File: config.mk
export PLATFORM = sky130hd
export DESIGN_NAME = multicycle_ctrl
export DESIGN_NICKNAME = d
export VERILOG_FILES = /design/src/rtl/multicycle_ctrl.sv
export SDC_FILE = /design/constraint.sdc
export NUM_CORES = 1
export LEC_CHECK = 0
export BUFFER_PORTS_ARGS = -buffer_cell sky130_fd_sc_hd__buf_4
export CAP_MARGIN = 20
export CORE_MARGIN = 2
export CORE_UTILIZATION = 30
export CTS_CLUSTER_SIZE = 30
export DETAILED_ROUTE_END_ITERATION = 7
export GPL_TIMING_DRIVEN = 0
export MAX_ROUTING_LAYER = met4
export PLACE_DENSITY = 0.52
export SLEW_MARGIN = 25
export SYNTH_ARGS = -nofsm -noshare
export SYNTH_HDL_FRONTEND = slang
export SYNTH_SLANG_ARGS = --single-unit
File: constraint.sdc
create_clock -name clk -period 2.2 [get_ports clk]
set_input_delay 0.11 -clock clk [delete_from_list [all_inputs] [get_ports clk]]
set_output_delay 0.11 -clock clk [all_outputs]
set_load 0.05 [all_outputs]
File: src/rtl/multicycle_ctrl.sv
// Multi-cycle MIPS control FSM: sequences FETCH/DECODE/EXEC/MEM/WB over a shared datapath.
// Optional MEM_WAIT_EN: FETCH and MEM stall until mem_ack; otherwise every access is single-cycle.
module multicycle_ctrl #(
  parameter int INSTR_CNT_W = 32
) (
  input  logic                   clk,
  input  logic                   reset,
  input  logic [5:0]             opcode,
  input  logic [5:0]             funct,
  input  logic                   zero,
  input  logic                   mem_ack,
  output logic                   pc_write,
  output logic [1:0]             npc_sel,
  output logic                   ir_write,
  output logic                   reg_write,
  output logic [1:0]             reg_dst,
  output logic                   alu_src,
  output logic                   shamt_src,
  output logic [1:0]             data_to_reg,
  output logic [1:0]             ext_op,
  output logic [2:0]             alu_op,
  output logic                   mem_req,
  output logic                   mem_we,
  output logic                   illegal,
  output logic [2:0]             state,
  output logic [INSTR_CNT_W-1:0] instr_cnt
);

  typedef enum logic [2:0] {
    S_FETCH  = 3'd0,
    S_DECODE = 3'd1,
    S_EXEC   = 3'd2,
    S_MEM    = 3'd3,
    S_WB     = 3'd4
  } state_e;

  typedef enum logic [3:0] {
    I_ADDU, I_SUBU, I_SLL, I_JR, I_ORI, I_LUI,
    I_LW, I_SW, I_BEQ, I_J, I_JAL, I_ILL
  } instr_e;

  typedef struct packed {
    logic       pc_write;
    logic [1:0] npc_sel;
    logic       ir_write;
    logic       reg_write;
    logic [1:0] reg_dst;
    logic       alu_src;
    logic       shamt_src;
    logic [1:0] data_to_reg;
    logic [1:0] ext_op;
    logic [2:0] alu_op;
    logic       mem_req;
    logic       mem_we;
    logic       illegal;
  } ctrl_t;

  state_e                 state_q, state_d;
  logic [INSTR_CNT_W-1:0] instr_cnt_q, instr_cnt_d;
  instr_e                 instr;
  ctrl_t                  ctrl;
  logic                   mem_done;

`ifdef MEM_WAIT_EN
  assign mem_done = mem_ack;
`else
  logic unused_mem_ack;
  assign unused_mem_ack = mem_ack;
  assign mem_done       = 1'b1;
`endif

  always_comb begin
    instr = I_ILL;
    case (opcode)
      6'h00: begin
        case (funct)
          6'h21:   instr = I_ADDU;
          6'h23:   instr = I_SUBU;
          6'h00:   instr = I_SLL;
          6'h08:   instr = I_JR;
          default: instr = I_ILL;
        endcase
      end
      6'h0D:   instr = I_ORI;
      6'h0F:   instr = I_LUI;
      6'h23:   instr = I_LW;
      6'h2B:   instr = I_SW;
      6'h04:   instr = I_BEQ;
      6'h02:   instr = I_J;
      6'h03:   instr = I_JAL;
      default: instr = I_ILL;
    endcase
  end

  // NOTE: every output and next-state value gets a default first so no path infers a latch.
  always_comb begin
    state_d = state_q;
    ctrl    = '0;

    // ALU set-up depends only on the latched IR, so it stays stable through EXEC, MEM and WB.
    if (state_q == S_EXEC || state_q == S_MEM || state_q == S_WB) begin
      case (instr)
        I_SUBU, I_BEQ: ctrl.alu_op = 3'b001;
        I_SLL: begin
          ctrl.alu_op    = 3'b011;
          ctrl.shamt_src = 1'b1;
        end
        I_ORI: begin
          ctrl.alu_op  = 3'b010;
          ctrl.alu_src = 1'b1;
          ctrl.ext_op  = 2'b00;
        end
        I_LUI: begin
          ctrl.alu_src = 1'b1;
          ctrl.ext_op  = 2'b10;
        end
        I_LW, I_SW: begin
          ctrl.alu_src = 1'b1;
          ctrl.ext_op  = 2'b01;
        end
        default: ;
      endcase
    end

    case (state_q)
      S_FETCH: begin
        ctrl.mem_req = 1'b1;
        if (mem_done) begin
          ctrl.ir_write = 1'b1;
          ctrl.pc_write = 1'b1;
          state_d       = S_DECODE;
        end
      end
      S_DECODE: begin
        case (instr)
          I_J: begin
            ctrl.pc_write = 1'b1;
            ctrl.npc_sel  = 2'b10;
            state_d       = S_FETCH;
          end
          I_JAL: begin
            ctrl.pc_write    = 1'b1;
            ctrl.npc_sel     = 2'b10;
            ctrl.reg_write   = 1'b1;
            ctrl.reg_dst     = 2'b10;
            ctrl.data_to_reg = 2'b10;
            state_d          = S_FETCH;
          end
          I_JR: begin
            ctrl.pc_write = 1'b1;
            ctrl.npc_sel  = 2'b11;
            state_d       = S_FETCH;
          end
          I_ILL: begin
            ctrl.illegal = 1'b1;
            state_d      = S_FETCH;
          end
          default: state_d = S_EXEC;
        endcase
      end
      S_EXEC: begin
        if (instr == I_BEQ) begin
          ctrl.pc_write = zero;
          ctrl.npc_sel  = 2'b01;
          state_d       = S_FETCH;
        end else if (instr == I_LW || instr == I_SW) begin
          state_d = S_MEM;
        end else begin
          state_d = S_WB;
        end
      end
      S_MEM: begin
        ctrl.mem_req = 1'b1;
        ctrl.mem_we  = (instr == I_SW);
        if (mem_done) state_d = (instr == I_SW) ? S_FETCH : S_WB;
      end
      S_WB: begin
        ctrl.reg_write   = 1'b1;
        ctrl.reg_dst     = (opcode == 6'h00) ? 2'b01 : 2'b00;
        ctrl.data_to_reg = (instr == I_LW) ? 2'b01 : 2'b00;
        state_d          = S_FETCH;
      end
      default: state_d = S_FETCH;
    endcase
  end

  // Illegal exits return to FETCH without retiring anything.
  always_comb begin
    instr_cnt_d = instr_cnt_q;
    if (state_d == S_FETCH && state_q != S_FETCH && !ctrl.illegal)
      instr_cnt_d = instr_cnt_q + INSTR_CNT_W'(1);
  end

  // NOTE: sequential state uses non-blocking assignments so all flops update together on the edge.
  always_ff @(posedge clk or posedge reset) begin
    if (reset) begin
      state_q     <= S_FETCH;
      instr_cnt_q <= '0;
    end else begin
      state_q     <= state_d;
      instr_cnt_q <= instr_cnt_d;
    end
  end

  // Strobes are gated by reset directly so an abort silences them without waiting for a clock.
  assign {pc_write, npc_sel, ir_write, reg_write, reg_dst, alu_src, shamt_src,
          data_to_reg, ext_op, alu_op, mem_req, mem_we, illegal} = reset ? '0 : ctrl;

  assign state     = state_q;
  assign instr_cnt = instr_cnt_q;

endmodule

==> results.md <==
- Status: finished, final reports clean
- Top cells by count, synth: dfrtp_1 (35), nand2_1 (25), nor2_1 (21)
- Slew @ Worst Pin: 0.590 ns
- CTS H-Tree Depth: 2
- M3 GR Usage: 0.0326
- Post-Synth XOR/XNOR Area: 0.125
- Post-Synth Adder-Cell Area: 0.00560
- Hold Crit Start: opcode[4]
- Clk sinks: 35
- Leading area contributor after synthesis: dfrtp_1
- IO Count: 70
- Synth Area in Simple Gates: 0.314
- Mapped Cells: 247
- Hold EP: state[2]$_DFF_PP0_
- First-pass GRT wire length: 9460 um
- PwrDens: 794 nW/um2
- Synth warn: 0
- CP required: 2.09 ns
- Wirelength, routed: 5670 um
- Mapped Area: 2240 um2
- Period utilization: 0.993
- Clock period minus worst slack: 2.18 ns
- Hold depth: 5
- Port bufs: 65
- Synthesized flop and latch total: 35
- Std-Cell Rows: 31
- Area added between synthesis and finish: 47.5%
- Post-Syn Nets: 264
- Largest family of logic cells by synthesized area: simple AND/OR/NAND/NOR gates
- Worst EP arrival: 2.07 ns
- Detail Placement HPWL: 4240 um
- Setup crit start kind: input pin
- Yosys top cell area share: 0.392
- Mean Syn Cell Area: 9.05 um2
- Worst skew pair latency: 0.28 ns
- Ant. Diodes: 0
- Num CTS Buffers: 5
- RD Place Congestion: 0.815
- Pre-Repair DR Iteration Count: 4
- Worst min-delay path category: in -> reg
- Endpoint type of the worst setup path: output port
- CTS tree: yes
- Reg2Reg Depth: 5
- Horiz. Die Dim: 90.3 um
- Worst IR Drop VDD: 486 uV
- Synth Area in Compound Gates: 0.115
- Finished Cell Area: 3300 um2
- Relative slew slack: 0.607
- Kind of critical path: in -> out
- Initial antenna violation count: 0
- Peak Freq: 0.458 GHz
- ANT nets after route: 0
- Number of synthesized flops with an enable pin: 0
- Die Span Y: 90.3 um
- Pins Over Slew Limit: 0
- Gr ovfl total: 0
- Final hold viol count: 0
- Core area: 7250 um2
- DR vias/cell: 4.78
- Setup Skew: 0.00613 ns
- Global router's overall resource usage: 0.142
- R2R Setup Slk: 0.18 ns
- Critical R2R Launch: instr_cnt[2]$_DFFE_PP0P_
- Largest net degree at the start of global routing: 21
- Synth async-reset ratio: 1.00
- Crit Path Max Fanout: 5
- Post-synth top flop: dfrtp_1
- Clock Path Buffers: 2
- DR iter-0 viols: 96
- Mux cell area share after synthesis: 0.00448
- Layer with the highest usage: met2
- Distinct cells, synth: 52
- RSZ-0062 raised after global routing: yes
- Post-Place Cell Area: 2940 um2
- Register area share after synthesis: 0.392
- Max-capacitance violation count: 0
- Leak: 1.53 nW
- Via Count: 2043
- DRC errors left: 0
- R2r endpoint: instr_cnt[25]$_DFFE_PP0P_
- Starting Density: 0.308
- Power Total: 2.62 mW
- Vias in the first global route: 1967
- Met1 Resource Use GR: 0.202
- Share of cells above drive strength 1: 0.421
- Wirelength per Cell: 13.3 um
- Fill cell count: 729
- Final setup fails: 0
- Largest cells by area after synthesis: dfrtp_1 (39%), xnor2_1 (6.3%), xor2_1 (6.3%)
- Clock transition at path regs: 0.07 ns
- Clk root buf: clkbuf_8
- NumNets Final: 344
- Die ar.: 8160 um2
- Met2 GRT Util: 0.210
- Dominant cell by count in the synthesized netlist: dfrtp_1
-- cells in the final DEF, fill, tap and decap left out, drive strengths merged, types with 2 or more instances in the layout --
master and instances:
o21bai 2, o22ai 2, nand3 16, xor2 16, nand2b 5, nand3b 4, o21ai 5, clkinv 2
a21oi 10, or2 4, inv 8, a21o 3, and3 7, nand4 4, nor4b 3, or3 2
nor3 18, clkbuf 10, nor4 11, nand2 25, dfrtp 35, nor2 21, xnor2 16, buf 78
-- routing by layer --
metal	vias up	routed length [um]
li1	1030	-
met1	951	2810
met2	58	2490
met3	4	327
met4	0	38
met5	-	0
-- how the worst max path moves through the flow --
stage	slack, ns	start	to
2_1_floorplan	-0.39	state[0]$_DFF_PP0_	reg_dst[1]
3_3_place_gp	-0.52	opcode[0]	instr_cnt[9]$_DFFE_PP0P_
3_5_place_dp	-0.55	opcode[0]	instr_cnt[9]$_DFFE_PP0P_
4_1_cts	-0.02	opcode[0]	pc_write
5_1_grt	-0.11	opcode[0]	pc_write
6_report	0.02	opcode[0]	pc_write
-- sequential cells by signal (all words and copies together) (netlist names) --
name       cells
instr_cnt     32
state          3
-- repair_timing --
| item | in CTS | in global routing |
|---|---|---|
| buffers inserted | 3 | 3 |
| hold endpoints to repair | 15 | 0 |
| hold buffers | 1 | 0 |
| pin swaps | 3 | 8 |
| gates resized for setup | 7 | 30 |
| setup endpoints to repair | 36 | 40 |
-- per-stage QoR --
stage          hold WS (ns)  setup TNS [ns]  std cells   util  worst slack [ns]
4_1_cts               0.315         -0.0179        424  0.432           -0.0179
5_1_grt               0.386          -0.249        427  0.455            -0.114
3_3_place_gp          0.457          -14.32        411  0.401            -0.517
2_1_floorplan         0.273          -0.554        247      -            -0.392
6_report              0.322               0        427  0.455            0.0162
3_5_place_dp          0.180          -14.91        412  0.405            -0.548
-- final cells by class --
type	instances	area [um2]	share of cell area
timing repair buffer	73	593	0.180
clock buffer	6	82.6	0.0250
inverter	9	35.0	0.0106
buffer	10	77.6	0.0235
tap	99	124	0.0376
clock inverter	2	35.0	0.0106
sequential	35	883	0.268
multi-input combinational	193	1470	0.445
-- power by group --
group | switching, mW | leakage (nW) | internal [mW] | total, mW
clock | 0.232 | 0.0612 | 0.367 | 0.598
sequential | 0.114 | 0.444 | 0.716 | 0.830
combinational | 0.765 | 1.03 | 0.425 | 1.19
total | 1.11 | 1.53 | 1.51 | 2.62
-- cells by family after synthesis --
group | count (synthesis)
other cells | 1
flops | 35
mux | 1
simple gates | 125
fa+ha+maj | 1
compound gates | 33
xor+xnor | 32
buf+inv | 19
-- critical path, stage by stage --
cell and delay, ns:
buf_8 0.10, or3_4 0.41, or4_4 0.47, o21bai_4 0.16, a21o_1 0.18, nand2b_1 0.09, o21a_1 0.13, nor2_1 0.10
o21ba_2 0.17, buf_8 0.14
Power figures use the tool's default switching activity.
